File: config.mk
export PLATFORM = sky130hd
export DESIGN_NAME = fetch_prefetch_unit
export DESIGN_NICKNAME = d
export VERILOG_FILES = /design/src/rtl/fetch_pkg.sv /design/src/rtl/prefetch_fifo.sv /design/src/rtl/fetch_prefetch_unit.sv
export SDC_FILE = /design/constraint.sdc
export NUM_CORES = 1
export LEC_CHECK = 0
export CAP_MARGIN = 25
export CORE_ASPECT_RATIO = 0.5
export CORE_UTILIZATION = 50
export CTS_CLUSTER_DIAMETER = 80
export DETAILED_ROUTE_END_ITERATION = 8
export GPL_TIMING_DRIVEN = 0
export PLACE_DENSITY = 0.75
export SYNTH_ARGS = -nofsm -noshare
export SYNTH_HDL_FRONTEND = slang
export SYNTH_SLANG_ARGS = --single-unit
File: constraint.sdc
create_clock -name clk -period 6.76 [get_ports clk]
set_clock_uncertainty 0.05 [all_clocks]
set_input_delay 1.352 -clock clk [delete_from_list [all_inputs] [get_ports clk]]
set_output_delay 1.352 -clock clk [all_outputs]
set_load 0.005 [all_outputs]
File: src/rtl/fetch_pkg.sv
// Shared types and constants for the instruction-fetch front end.
package fetch_pkg;

  typedef enum logic [1:0] {
    IDLE = 2'd0,
    WAIT = 2'd1,
    DROP = 2'd2
  } fetch_state_e;

  localparam logic [3:0] IMEM_MASK_ALL = 4'b1111;
  localparam int         INST_BYTES    = 4;

endpackage

File: src/rtl/prefetch_fifo.sv
// Prefetch FIFO: power-of-two ring buffer with wrap-bit pointers and a synchronous flush.
module prefetch_fifo #(
  parameter int WIDTH = 64,
  parameter int DEPTH = 4
) (
  input  logic                       clk,
  input  logic                       rst,
  input  logic                       push,
  input  logic                       pop,
  input  logic                       flush,
  input  logic [WIDTH-1:0]           din,
  output logic [WIDTH-1:0]           dout,
  output logic [$clog2(DEPTH):0]     count,
  output logic                       full,
  output logic                       empty
);

  localparam int AW = $clog2(DEPTH);
  localparam logic [AW:0] DEPTH_CNT = (AW+1)'(DEPTH);

  logic [WIDTH-1:0] r_mem [DEPTH];
  logic [AW:0]      r_wr_ptr;
  logic [AW:0]      r_rd_ptr;
  logic             w_do_push;
  logic             w_do_pop;

  assign count = r_wr_ptr - r_rd_ptr;
  assign empty = (r_wr_ptr == r_rd_ptr);
  assign full  = (count == DEPTH_CNT);
  assign dout  = r_mem[r_rd_ptr[AW-1:0]];

  // At full a push is only taken together with a pop; the popped slot is the one written.
  assign w_do_push = push & (~full | pop);
  assign w_do_pop  = pop & ~empty;

  always_ff @(posedge clk or negedge rst) begin
    if (!rst) begin
      r_wr_ptr <= '0;
      r_rd_ptr <= '0;
    end else if (flush) begin
      r_wr_ptr <= '0;
      r_rd_ptr <= '0;
    end else begin
      if (w_do_push) r_wr_ptr <= r_wr_ptr + 1'b1;
      if (w_do_pop)  r_rd_ptr <= r_rd_ptr + 1'b1;
    end
  end

  always_ff @(posedge clk) begin
    if (w_do_push && !flush) r_mem[r_wr_ptr[AW-1:0]] <= din;
  end

endmodule

File: src/rtl/fetch_prefetch_unit.sv
// RV32I fetch front end: PC generation, single-outstanding imem handshake, prefetch buffering.
// Optional perf counters are compiled in when FETCH_PERF_CNT_EN is defined.
module fetch_prefetch_unit
  import fetch_pkg::*;
#(
  parameter int              XLEN       = 32,
  parameter logic [XLEN-1:0] RESET_PC   = '0,
  parameter int              FIFO_DEPTH = 4
) (
  input  logic              clk,
  input  logic              rst,
  output logic              imem_request,
  output logic              imem_we_re,
  output logic [3:0]        imem_mask,
  output logic [XLEN-1:0]   imem_address,
  input  logic              imem_valid,
  input  logic [31:0]       imem_rdata,
  input  logic              redirect_valid,
  input  logic [XLEN-1:0]   redirect_pc,
  input  logic              dec_ready,
  output logic              inst_valid,
  output logic [31:0]       inst_out,
  output logic [XLEN-1:0]   inst_pc,
  output fetch_state_e      o_dbg_state
`ifdef FETCH_PERF_CNT_EN
  ,
  output logic [31:0]       perf_fetch_cnt,
  output logic [31:0]       perf_flush_cnt
`endif
);

  localparam int            CW        = $clog2(FIFO_DEPTH) + 1;
  localparam logic [CW-1:0] DEPTH_CNT = CW'(FIFO_DEPTH);

  // Handshake: imem_request/imem_address are held until the single in-flight request sees
  // imem_valid; a redirect may drop imem_request early but the owed response is still absorbed.
  // Decode side: the head entry transfers on any cycle with inst_valid & dec_ready & !redirect_valid.

  fetch_state_e        r_state;
  logic [XLEN-1:0]     r_fetch_pc;
  logic                r_req;
  logic [XLEN-1:0]     r_addr;

  logic                w_push;
  logic                w_pop;
  logic                w_full;
  logic                w_empty;
  logic [CW-1:0]       w_count;
  logic [CW-1:0]       w_count_after;
  logic                w_slot_free;
  logic [XLEN-1:0]     w_redirect_pc;
  logic [XLEN-1:0]     w_pc_plus;
  logic [XLEN+31:0]    w_din;
  logic [XLEN+31:0]    w_dout;

  assign w_redirect_pc = redirect_pc & ~XLEN'(3);
  assign w_pc_plus     = r_fetch_pc + XLEN'(INST_BYTES);
  assign w_push        = (r_state == WAIT) & imem_valid & ~redirect_valid;
  assign w_pop         = ~w_empty & dec_ready & ~redirect_valid;
  assign w_din         = {r_fetch_pc, imem_rdata};
  assign w_count_after = w_count + CW'(w_push) - CW'(w_pop);
  assign w_slot_free   = (w_count_after < DEPTH_CNT);

  prefetch_fifo #(
    .WIDTH (XLEN + 32),
    .DEPTH (FIFO_DEPTH)
  ) u_fifo (
    .clk   (clk),
    .rst   (rst),
    .push  (w_push),
    .pop   (w_pop),
    .flush (redirect_valid),
    .din   (w_din),
    .dout  (w_dout),
    .count (w_count),
    .full  (w_full),
    .empty (w_empty)
  );

  always_ff @(posedge clk or negedge rst) begin
    if (!rst) begin
      r_state    <= IDLE;
      r_fetch_pc <= RESET_PC;
      r_req      <= 1'b0;
      r_addr     <= RESET_PC;
    end else begin
      case (r_state)
        IDLE: begin
          if (redirect_valid) begin
            r_fetch_pc <= w_redirect_pc;
          end else if (!w_full) begin
            r_state <= WAIT;
            r_req   <= 1'b1;
            r_addr  <= r_fetch_pc;
          end
        end
        WAIT: begin
          if (redirect_valid) begin
            // A response arriving with the redirect is simply dropped; otherwise it is still owed.
            r_fetch_pc <= w_redirect_pc;
            r_req      <= 1'b0;
            r_state    <= imem_valid ? IDLE : DROP;
          end else if (imem_valid) begin
            r_fetch_pc <= w_pc_plus;
            if (w_slot_free) begin
              r_addr <= w_pc_plus;
            end else begin
              r_req   <= 1'b0;
              r_state <= IDLE;
            end
          end
        end
        DROP: begin
          if (redirect_valid) r_fetch_pc <= w_redirect_pc;
          if (imem_valid)     r_state    <= IDLE;
        end
        default: begin
          r_state <= IDLE;
          r_req   <= 1'b0;
        end
      endcase
    end
  end

  assign imem_request = r_req;
  assign imem_address = r_addr;
  assign imem_we_re   = 1'b0;
  assign imem_mask    = IMEM_MASK_ALL;
  assign inst_valid   = ~w_empty;
  assign inst_out     = w_empty ? 32'd0 : w_dout[31:0];
  assign inst_pc      = w_empty ? '0 : w_dout[XLEN+31:32];
  assign o_dbg_state  = r_state;

`ifdef FETCH_PERF_CNT_EN
  logic [31:0] r_perf_fetch;
  logic [31:0] r_perf_flush;

  always_ff @(posedge clk or negedge rst) begin
    if (!rst) begin
      r_perf_fetch <= '0;
      r_perf_flush <= '0;
    end else begin
      if (w_push)         r_perf_fetch <= r_perf_fetch + 32'd1;
      if (redirect_valid) r_perf_flush <= r_perf_flush + 32'd1;
    end
  end

  assign perf_fetch_cnt = r_perf_fetch;
  assign perf_flush_cnt = r_perf_flush;
`endif

endmodule

==> results.json, run 1 <==
{
  "switching_share_pct": 29.7,
  "synth-async-reset-ratio_pct": 21.8,
  "p_per_area_nw_per_um2": 383,
  "first_iter_violations": 683,
  "hold_class": "reg2reg",
  "hold_path_end": "u_fifo.r_mem[2][48]$_DFFE_PP_",
  "syn_area_um2": 13800,
  "min_path_cells": 0,
  "cts.clk_slew.worst_paths_ns": 0.07,
  "numPortBuffers": 162,
  "crit_path_cell_trace": "clkbuf_1 -> clkbuf_1 -> inv_1 -> ha_1 -> nand3_1 -> clkbuf_1 -> clkbuf_1 -> and2_1 -> clkdlybuf4s50_1",
  "rows": 42,
  "antenna_found_initial": 0,
  "dpl_cell_area_um2": 16000,
  "critPathCaptureType": "output pin",
  "synth_top_cells_by_area": "edfxtp_1 54%, dfrtp_1 13%, mux4_2 10%",
  "avgSynthCellArea_um2": 15.8,
  "area_growth_pct": 23.0,
  "root_buffer": "clkbuf_16",
  "grt_remaining_overflow": 0,
  "setup.worst_path.class": "reg2out",
  "final_cell_area_um2": 17000,
  "hold_path.startpoint": "r_fetch_pc[16]$_DFFE_PN0P_",
  "gp_congestion": 0.874,
  "nFillCells": 1946,
  "dieArea_um2": 28300,
  "status": "completed",
  "drv_cap": 0,
  "die_y_um": 119,
  "cp_top_family": "buffers and inverters",
  "cts_max_level": 1,
  "clk_latency_ns": 0.55,
  "slew_headroom_pct": 38.7,
  "ys_seq_elements": 317,
  "grt_pass1_wl_um": 49100,
  "cts_sinks": 317,
  "drc": 0,
  "ant_nets": 0,
  "first_global_vias": 8353,
  "wl_per_cell_um": 21.7,
  "r2r_slack_ns": 2.59,
  "cts_resized": 0,
  "r2r_start": "u_fifo.r_rd_ptr[1]$_DFFE_PN0P_",
  "io_pins": 174,
  "fmax_mhz": 178,
  "sequentialPowerShare_pct": 41.5,
  "ys.warnings.count": 0,
  "post_cts_buffers": 0,
  "crit_fanout": 10,
  "drive_above_1_share_pct": 16.8,
  "dpl.hpwl_um": 21600,
  "grt_use_total_pct": 22.9,
  "pwr-share-clk_pct": 25.8,
  "finalMaxSlewViolations": 0,
  "first_pass_iters": 5,
  "cts.path.max_buffers": 3,
  "post-route-period-util_pct": 83.2,
  "arrival_ns": 4.23,
  "p_sw_uw": 1930,
  "leakagePower_uw": 0.00581,
  "via_count": 8254,
  "cts_buffers": 28,
  "p_int_uw": 4560,
  "nets": 1156,
  "ys_types": 56,
  "comb_power_share_pct": 32.6,
  "design.core.area_um2": 26700,
  "setup_viol": 0,
  "slowest_delay_ns": 0.53,
  "routed_wl_um": 31500,
  "r2r_end": "imem_address[10]$_DFFE_PN0P_",
  "cts_hold_buffers": 0,
  "synth_edf_count": 248,
  "grt_start_max_net_pins": 70,
  "syn_inst": 873,
  "worstPathBufferInverterCount": 6,
  "final.setup.tns_ns": 0,
  "worst_r2r_path_depth": 13,
  "tightest_slew_ns": 0.920,
  "start_util_pct": 51.6,
  "die_w_um": 237,
  "cts_tree": "yes",
  "crit_top_cell": "clkbuf_1",
  "peakVddDrop_mv": 0.209,
  "via_per_inst": 5.69,
  "yosysTopAreaCell": "edfxtp_1",
  "start_kind": "flop",
  "cp_slowest_cell": "clkbuf_1",
  "ys.flop_type": "edfxtp_1",
  "cp.required_ns": 5.36,
  "rsz0062_at_grt": "false",
  "ys_seq_area_share_pct": 66.5,
  "antenna_cells": 0,
  "final_hold_viol_count": 0,
  "fin_crit_ns": 5.63,
  "yosysTopAreaCellShare_pct": 54.0
}
## per-layer routing
layer  wire length [um]  GRT usage (%)  up-vias
met1              14300           33.2     4243
met4                750           6.25        0
met5                  0              0        -
met2              14900           36.5      233
li1                   -              -     3735
met3               1600           3.25       43
## synth_stat cells (2+ instances only)
library cell	n
dfrtp_1	69
and4_1	5
mux4_2	62
a31o_2	4
nor2b_1	3
a2bb2oi_1	10
o31ai_1	3
edfxtp_1	248
nor4_1	3
buf_6	3
xnor2_1	19
a31oi_1	2
a32oi_1	2
inv_1	14
a21oi_1	37
nand3_1	28
ha_1	10
nor3_1	11
nand3b_1	2
o22ai_1	11
nand2_1	46
conb_1	2
o41ai_1	2
xor2_1	14
nand4_1	16
nor2_1	22
mux2i_1	6
and3_1	8
a22oi_1	3
or3_1	4
o21ai_0	20
buf_4	9
clkbuf_1	37
nor4_2	3
mux2_4	25
nand2b_1	4
and2_1	71
buf_2	17
## metrics by stage
| stage | utilization [%] | worst slack, ns | hold WS [ns] | std cells | total power (uW) |
|---|---|---|---|---|---|
| floorplan | - | 2.67 | 0.421 | 880 | 3830 |
| global placement | 59.4 | 0.862 | 0.434 | 1394 | 4800 |
| detailed placement | 59.7 | 1.65 | 0.447 | 1398 | 4850 |
| CTS | 63.4 | 1.04 | 0.471 | 1450 | 6530 |
| global route | 63.4 | 0.824 | 0.476 | 1450 | 6800 |
| finish | 63.4 | 1.13 | 0.469 | 1450 | 6490 |
## area by class of cell
type                            count  area [um^2]  area share (%)
Timing Repair Buffer              166         1710            10.1
Multi-Input combinational cell    482         4270            25.2
Buffer                             67          329            1.94
Sequential cell                   317         9170            54.1
Tap cell                          352          440            2.60
Clock buffer                       35          767            4.52
Clock inverter                     17          220            1.30
Inverter                           14         52.6           0.310
## cells by family after synthesis
kind of cell	Yosys count	share of synthesized area, %
other	2	0.0545
XOR/XNOR	35	2.39
buffers and inverters	81	2.77
multiplexers	93	13.3
flip-flops	317	66.5
AO/OA/AOI/OAI	105	4.82
AND/OR/NAND/NOR	229	9.13
adder cells (fa/ha/maj)	11	1.05
## worst max path at each step
stage,endpoint,cells after the start,slack (ns),startpoint
final,inst_out[28],9,1.13,u_fifo.r_rd_ptr[1]$_DFFE_PN0P_
after global routing,inst_out[28],9,0.82,u_fifo.r_rd_ptr[1]$_DFFE_PN0P_
after CTS,inst_out[28],9,1.04,u_fifo.r_rd_ptr[1]$_DFFE_PN0P_
after detailed placement,inst_out[28],9,1.65,u_fifo.r_rd_ptr[1]$_DFFE_PN0P_
after global placement,u_fifo.r_wr_ptr[2]$_DFFE_PN0P_,6,0.86,redirect_valid
after floorplan,u_fifo.r_mem[3][0]$_DFFE_PP_,8,2.67,u_fifo.r_rd_ptr[1]$_DFFE_PN0P_
## flip-flops by register name, summed over array words and instances (netlist names)
register         cells
imem_address        30
imem_request         1
o_dbg_state          2
r_fetch_pc          30
u_fifo.r_mem       248
u_fifo.r_rd_ptr      3
u_fifo.r_wr_ptr      3
## worst register-to-register path, stage by stage, from the launching register on
cell and delay (ns):
dfrtp_1 0.35, clkbuf_1 0.47, clkbuf_1 0.53, inv_1 0.20, ha_1 0.35, a311oi_1 0.37
ha_1 0.22, inv_1 0.04, ha_1 0.26, a21oi_1 0.16, xnor2_1 0.16, o21ai_2 0.35
buf_6 0.24, mux2_4 0.32
## cell usage in the layout (no fill, tap or decap), types with 4 or more instances in the layout
master	Yosys	routed
nor3_1	11	11
mux2_4	25	25
clkbuf_1	37	40
a31o_2	4	4
mux2i_1	6	6
clkbuf_16	0	28
buf_2	17	17
edfxtp_1	248	248
or3_1	4	4
xor2_1	14	14
and4_1	5	5
clkdlybuf4s50_1	0	161
nand2_1	46	46
and2_1	71	67
clkinv_4	0	4
o22ai_1	11	11
conb_1	2	9
and3_1	8	8
buf_4	9	10
mux4_2	62	62
and2_4	0	4
a21oi_1	37	37
a2bb2oi_1	10	10
ha_1	10	10
clkbuf_8	0	4
nand4_1	16	16
nand3_1	28	28
dfrtp_1	69	69
o21ai_0	20	20
nand2b_1	4	4
bufinv_16	0	4
inv_1	14	14
xnor2_1	19	19
nor2_1	22	22
## power groups by stage
| stage | logic [uW] | registers (uW) | clock network (uW) |
|---|---|---|---|
| 2_1_floorplan | 1190 | 2640 | 0 |
| 3_3_place_gp | 2080 | 2720 | 0 |
| 3_5_place_dp | 2120 | 2720 | 0 |
| 4_1_cts | 2140 | 2690 | 1710 |
| 5_1_grt | 2280 | 2730 | 1790 |
| 6_report | 2120 | 2700 | 1680 |
Power figures use the tool's default switching activity.
==> run 2: changes to the inputs <==
==> constraint.sdc (replaced) <==
create_clock -name clk -period 5.7 [get_ports clk]
set_clock_uncertainty 0.05 [all_clocks]
set_input_delay 1.14 -clock clk [delete_from_list [all_inputs] [get_ports clk]]
set_output_delay 1.14 -clock clk [all_outputs]
set_load 0.005 [all_outputs]
==> run 2 against run 1 <==
  * Global-route usage stayed put
  * Register-to-register slack worse by 0.84 ns
  * Sequential power is 19% higher
  * Clock power is 18% higher
  * Total power is 19% higher
  * Count of clock-buffer cells in the layout stayed put
  * Routed wire length hardly changed
  * Hold slack hardly changed
  * Sequential share of layout area hardly changed
  * Via count is 0.17% higher
  * Critical path depth stayed put
  * First-iteration DRC count stayed put
==> results.json, run 2 (synthesized netlist as in run 1, its figures left out) <==
{
  "met1Wirelength_um": 14100,
  "via_per_inst": 5.70,
  "via_count": 8268,
  "final.setup.tns_ns": 0,
  "postLayoutSetupSlackWorst_ns": 0.497,
  "die_y_um": 119,
  "cts_max_level": 1,
  "crit_top_cell": "clkbuf_1",
  "largest_register_ffs": 248,
  "first_pass_iters": 7,
  "die_w_um": 237,
  "numPortBuffers": 162,
  "cts.path.max_buffers": 3,
  "dieArea_um2": 28300,
  "crit_fanout": 10,
  "grt_use_total_pct": 22.9,
  "rsz0062_at_grt": "false",
  "antenna_found_initial": 0,
  "dpl.hpwl_um": 21600,
  "grt_start_max_net_pins": 70,
  "root_buffer": "clkbuf_16",
  "nets": 1156,
  "crit_path_cell_trace": "clkbuf_1 -> clkbuf_2 -> inv_1 -> ha_1 -> nand3_1 -> clkbuf_1 -> clkbuf_1 -> and2_1 -> clkdlybuf4s50_1",
  "area_growth_pct": 23.0,
  "status": "completed",
  "io_pins": 174,
  "design.core.area_um2": 26700,
  "hold_class": "reg2reg",
  "arrival_ns": 4.01,
  "finalMaxSlewViolations": 0,
  "antenna_cells": 0,
  "layout_common_cells": "248 x edfxtp_1, 161 x clkdlybuf4s50_1, 69 x dfrtp_1",
  "routed_wl_um": 31500,
  "wl_met2_um": 14900,
  "p_per_area_nw_per_um2": 454,
  "final_hold_viol_count": 0,
  "rows": 42,
  "cp.required_ns": 4.51,
  "peakVddDrop_mv": 0.249,
  "critPathCaptureType": "output pin",
  "place_ws_ns": 0.804,
  "clk_latency_ns": 0.55,
  "cts_sinks": 317,
  "nFillCells": 1945,
  "wl_per_cell_um": 21.7,
  "slew_headroom_pct": 38.6,
  "ant_nets": 0,
  "dr_wl_met3_um": 1810,
  "gp_congestion": 0.874,
  "grt_remaining_overflow": 0,
  "start_util_pct": 51.6,
  "routed.top_layer": "met4",
  "setup.worst_path.class": "reg2out",
  "cp_slowest_cell": "clkdlybuf4s50_1",
  "tightest_slew_ns": 0.921,
  "leakagePower_uw": 0.00581,
  "drive_above_1_share_pct": 16.8,
  "drc": 0,
  "first_iter_violations": 683,
  "r2r_slack_ns": 1.75,
  "grt_pass1_wl_um": 49100,
  "cts_buffers": 28,
  "slowest_delay_ns": 0.51,
  "post-route-period-util_pct": 91.3,
  "fmax_mhz": 192,
  "fin_crit_ns": 5.20,
  "cts.clk_slew.worst_paths_ns": 0.07,
  "drv_cap": 0,
  "layout_commonest_cell": "edfxtp_1",
  "first_global_vias": 8353,
  "start_kind": "flop",
  "setup_viol": 0,
  "cts_tree": "yes"
}
## run 2: cell counts in the layout (fill, tap and decap cells not counted)
Identical to the previous run, type by type.
## run 2: final timing paths
path / startpoint / to / cells after the start
min: r_fetch_pc[16]$_DFFE_PN0P_ / u_fifo.r_mem[2][48]$_DFFE_PP_ / 0
max in group asynchronous: rst / r_fetch_pc[8]$_DFFE_PN0P_ / 1
max reg2reg: u_fifo.r_rd_ptr[1]$_DFFE_PN0P_ / imem_address[10]$_DFFE_PN0P_ / 13
min reg2reg: r_fetch_pc[16]$_DFFE_PN0P_ / u_fifo.r_mem[2][48]$_DFFE_PP_ / 0
min in group asynchronous: rst / r_fetch_pc[28]$_DFFE_PN0P_ / 1
max: u_fifo.r_rd_ptr[1]$_DFFE_PN0P_ / inst_out[28] / 9
## run 2: area by class of cell
| cell class | count | area [um^2] | share of cell area (%) |
|---|---|---|---|
| multi-input cells | 482 | 4270 | 25.2 |
| flip-flops and latches | 317 | 9170 | 54.1 |
| repair buffers | 166 | 1710 | 10.1 |
| plain buffers | 67 | 330 | 1.95 |
| clock buffers | 35 | 767 | 4.52 |
| clock inverters | 17 | 220 | 1.30 |
| well taps | 352 | 440 | 2.60 |
| inverters | 14 | 52.6 | 0.310 |
## run 2: timing repair
item,CTS,global route
setup buffers,0,0
resized for setup,0,2
hold endpoints to repair,0,0
setup endpoints to repair,0,5
hold buffers,0,0
## run 2: metrics by stage
stage	cell area, um^2	util [%]	total power [uW]	std cells	hold slack [ns]
3_3_place_gp	15900	59.4	5690	1394	0.434
2_1_floorplan	13800	-	4540	880	0.421
4_1_cts	17000	63.4	7750	1450	0.471
6_report	17000	63.4	7700	1450	0.469
3_5_place_dp	16000	59.7	5750	1398	0.447
5_1_grt	17000	63.4	8060	1450	0.476
## run 2: report_power, final
part	leakage [uW]	switching, uW	internal (uW)
clock	0.000473	842	1150
sequential	0.00304	320	2880
combinational	0.00230	1130	1380
## run 2: worst max-delay path, delay by kind of cell, from the launching register on
kind,cells,cell delay (ns)
buf+inv,6,2.40
flops,1,0.35
simple gates,2,0.38
fa+ha+maj,1,0.33
## run 2: metal layers
layer  track usage [%]  up-vias
li1                  -     3735
met1              33.2     4241
met2              36.5      251
met3              3.25       41
met4              6.25        0
met5                 0        -
==> run 3: changes to the inputs <==
--- a/config.mk
+++ b/config.mk
@@ -6,12 +6,13 @@
 export NUM_CORES = 1
 export LEC_CHECK = 0
 export CAP_MARGIN = 25
-export CORE_ASPECT_RATIO = 0.5
-export CORE_UTILIZATION = 50
+export CORE_ASPECT_RATIO = 1.75
+export CORE_UTILIZATION = 35
 export CTS_CLUSTER_DIAMETER = 80
 export DETAILED_ROUTE_END_ITERATION = 8
 export GPL_TIMING_DRIVEN = 0
-export PLACE_DENSITY = 0.75
+export PLACE_DENSITY = 0.57
 export SYNTH_ARGS = -nofsm -noshare
 export SYNTH_HDL_FRONTEND = slang
+export SYNTH_HIERARCHICAL = 1
 export SYNTH_SLANG_ARGS = --single-unit
==> run 3 against run 2 <==
  * Count of clock-buffer cells in the layout grew 3
  * Core utilization down 19 points
  * Hold slack got worse by 0.011 ns
  * Via count fell by 0.51%
  * Area after synthesis increased by 1.3%
  * Critical path depth unchanged
  * Routed wire length rose by 9.9%
  * Maximum frequency up 2.5%
  * Cell area increased by 3.1%
  * Sequential share of layout area decreased by 0.26 points
  * Global-route usage down 5.8 points
==> results.json, run 3 <==
{
  "grt_start_max_net_pins": 51,
  "syn_area_um2": 14000,
  "post-route-period-util_pct": 89.0,
  "dpl_cell_area_um2": 16400,
  "drc": 0,
  "final_cell_area_um2": 17500,
  "p_sw_uw": 1380,
  "largest_register_ffs": 256,
  "ys_seq_area_share_pct": 67.4,
  "min_path_cells": 1,
  "finalMaxSlewViolations": 0,
  "first_global_vias": 8592,
  "start_util_pct": 35.6,
  "met2_usage_pct": 32.2,
  "cts_sinks": 325,
  "rows": 96,
  "r2r_end": "imem_address[29]$_DFFE_PN0P_",
  "fin_crit_ns": 5.08,
  "area_growth_pct": 25.2,
  "ys_seq_elements": 325,
  "cts_tree": "yes",
  "leakagePower_uw": 0.00579,
  "cts_max_level": 1,
  "ant_nets": 0,
  "die_y_um": 266,
  "p_per_area_nw_per_um2": 331,
  "layout_common_cells": "256 x edfxtp_1, 163 x clkdlybuf4s50_1, 69 x dfrtp_1",
  "cp_top_family": "buffers and inverters",
  "yosysTopAreaCellShare_pct": 55.0,
  "busiest_layer": "met2",
  "r2r_start": "u_fifo/r_rd_ptr[1]$_DFFE_PN0P_",
  "grt_pass1_wl_um": 52200,
  "via_count": 8226,
  "critPathCaptureType": "output pin",
  "numPortBuffers": 164,
  "grt_use_met1_pct": 19.4,
  "first_pass_iters": 4,
  "first_iter_violations": 476,
  "grt_remaining_overflow": 0,
  "p_int_uw": 4410,
  "post_cts_buffers": 0,
  "comb_power_share_pct": 12.9,
  "antenna_found_initial": 0,
  "nFillCells": 3529,
  "ys.flop_type": "edfxtp_1",
  "synth_top_cells_by_area": "edfxtp_1 55%, dfrtp_1 12%, mux4_2 10%",
  "clk_latency_ns": 0.57,
  "multi_input_area_um2": 4230,
  "peakVddDrop_mv": 0.207,
  "cts.path.max_buffers": 3,
  "cts_hold_buffers": 0,
  "slew_headroom_pct": 43.4,
  "hold_path.startpoint": "imem_address[7]$_DFFE_PN0P_",
  "grt_use_total_pct": 17.1,
  "synth.most_common_cell": "edfxtp_1",
  "worstPathBufferInverterCount": 5,
  "gp_congestion": 0.876,
  "worst_r2r_path_depth": 15,
  "sequentialPowerShare_pct": 49.7,
  "drive_above_1_share_pct": 17.6,
  "layout_commonest_cell": "edfxtp_1",
  "synth-async-reset-ratio_pct": 21.2,
  "routed_wl_um": 34600,
  "root_buffer": "clkbuf_16",
  "cp_slowest_cell": "buf_2",
  "use_met3_pct": 2.07,
  "cts.clk_slew.worst_paths_ns": 0.07,
  "ys_types": 60,
  "final_hold_viol_count": 0,
  "dpl.hpwl_um": 23700,
  "setup_viol": 0,
  "nets": 1165,
  "synth_edf_count": 256,
  "start_kind": "flop",
  "status": "completed",
  "drv_cap": 0,
  "hold_path_end": "imem_address[7]$_DFFE_PN0P_",
  "fmax_mhz": 197,
  "yosysTopAreaCell": "edfxtp_1",
  "hold_class": "reg2reg",
  "io_pins": 174,
  "antenna_cells": 0,
  "syn_inst": 869,
  "wl_per_cell_um": 21.6,
  "crit_path_start": "u_fifo/r_rd_ptr[1]$_DFFE_PN0P_",
  "cp.required_ns": 4.51,
  "tightest_slew_ns": 0.849,
  "slowest_delay_ns": 0.56,
  "dieArea_um2": 40700,
  "seq_area_um2": 9410,
  "switching_share_pct": 23.9,
  "rsz0062_at_grt": "false",
  "via_per_inst": 5.14,
  "crit_fanout": 19,
  "avgSynthCellArea_um2": 16.1,
  "arrival_ns": 3.89,
  "design.core.area_um2": 39300,
  "ys.warnings.count": 6,
  "die_w_um": 153,
  "cts_buffers": 31,
  "r2r_slack_ns": 0.85,
  "crit_path_cell_trace": "buf_2 -> inv_1 -> ha_1 -> nand2_1 -> nor2_1 -> clkbuf_2 -> clkbuf_1 -> nor2b_1 -> clkdlybuf4s50_1",
  "synthTopCellsByCount": "256 x edfxtp_1, 69 x dfrtp_1, 68 x nor2b_1, 64 x mux4_2, 40 x a21oi_1",
  "pwr-share-clk_pct": 37.5,
  "fin_hold_ws_ns": 0.458,
  "setup.worst_path.class": "reg2out"
}
run 3: logic make-up (layout without fill, tap and decap cells):
group | after synthesis | in the layout | synth area share (%)
buffers and inverters | 77 | 304 | 2.79
DFF | 325 | 325 | 67.4
muxes | 96 | 96 | 12.9
adders and majority gates | 11 | 11 | 1.04
AOI/OAI and AO/OA | 107 | 107 | 4.86
xor gates and xnor gates | 36 | 36 | 2.36
other | 2 | 15 | 0.0538
and+or+nand+nor | 215 | 215 | 8.63
run 3: area by class of cell:
class | instances | area share [%]
sequential | 325 | 53.8
multi-input combinational | 480 | 24.2
timing repair buffer | 171 | 10.2
clock buffer | 38 | 4.70
tap | 490 | 3.51
buffer | 60 | 1.87
clock inverter | 19 | 1.41
inverter | 16 | 0.343
run 3: power by group through the flow:
stage	clock network (uW)	logic [uW]	registers, uW
after floorplan	0	345	2890
after global placement	0	740	2920
after detailed placement	0	746	2920
after CTS	2230	753	2880
after global routing	2310	800	2900
final	2170	744	2870
run 3: how the worst max path moves through the flow:
stage	endpoint	slack, ns	depth (start not counted)
floorplan	u_fifo/r_mem[0][0]$_DFFE_PP_	1.11	11
global placement	u_fifo/r_mem[0][29]$_DFFE_PP_	-1.56	11
detailed placement	imem_address[9]$_DFFE_PN0P_	0.03	16
CTS	inst_pc[2]	0.007	10
global route	inst_out[24]	0.27	9
finish	inst_pc[2]	0.62	9
run 3: what timing repair did:
| action | CTS | global route |
|---|---|---|
| cloned | 0 | 0 |
| endpoints found under the setup margin | 48 | 18 |
| resized for setup | 2 | 0 |
run 3: per-stage QoR:
step	instances	setup TNS, ns	util [%]	setup slack, ns	total power [uW]
4_1_cts	1600	0	44.5	0.00716	5860
5_1_grt	1599	0	44.5	0.267	6010
3_5_place_dp	1543	0	41.8	0.0317	3670
6_report	1599	0	44.5	0.625	5790
3_3_place_gp	1536	-384.97	41.4	-1.56	3660
2_1_floorplan	882	0	-	1.11	3230
run 3: metal layers:
layer  vias to the layer above  part of all wire, %
met3                        59                  4.0
met1                      4159                   38
li1                       3763                    -
met5                         -                    0
met4                         0                  3.4
met2                       245                   54
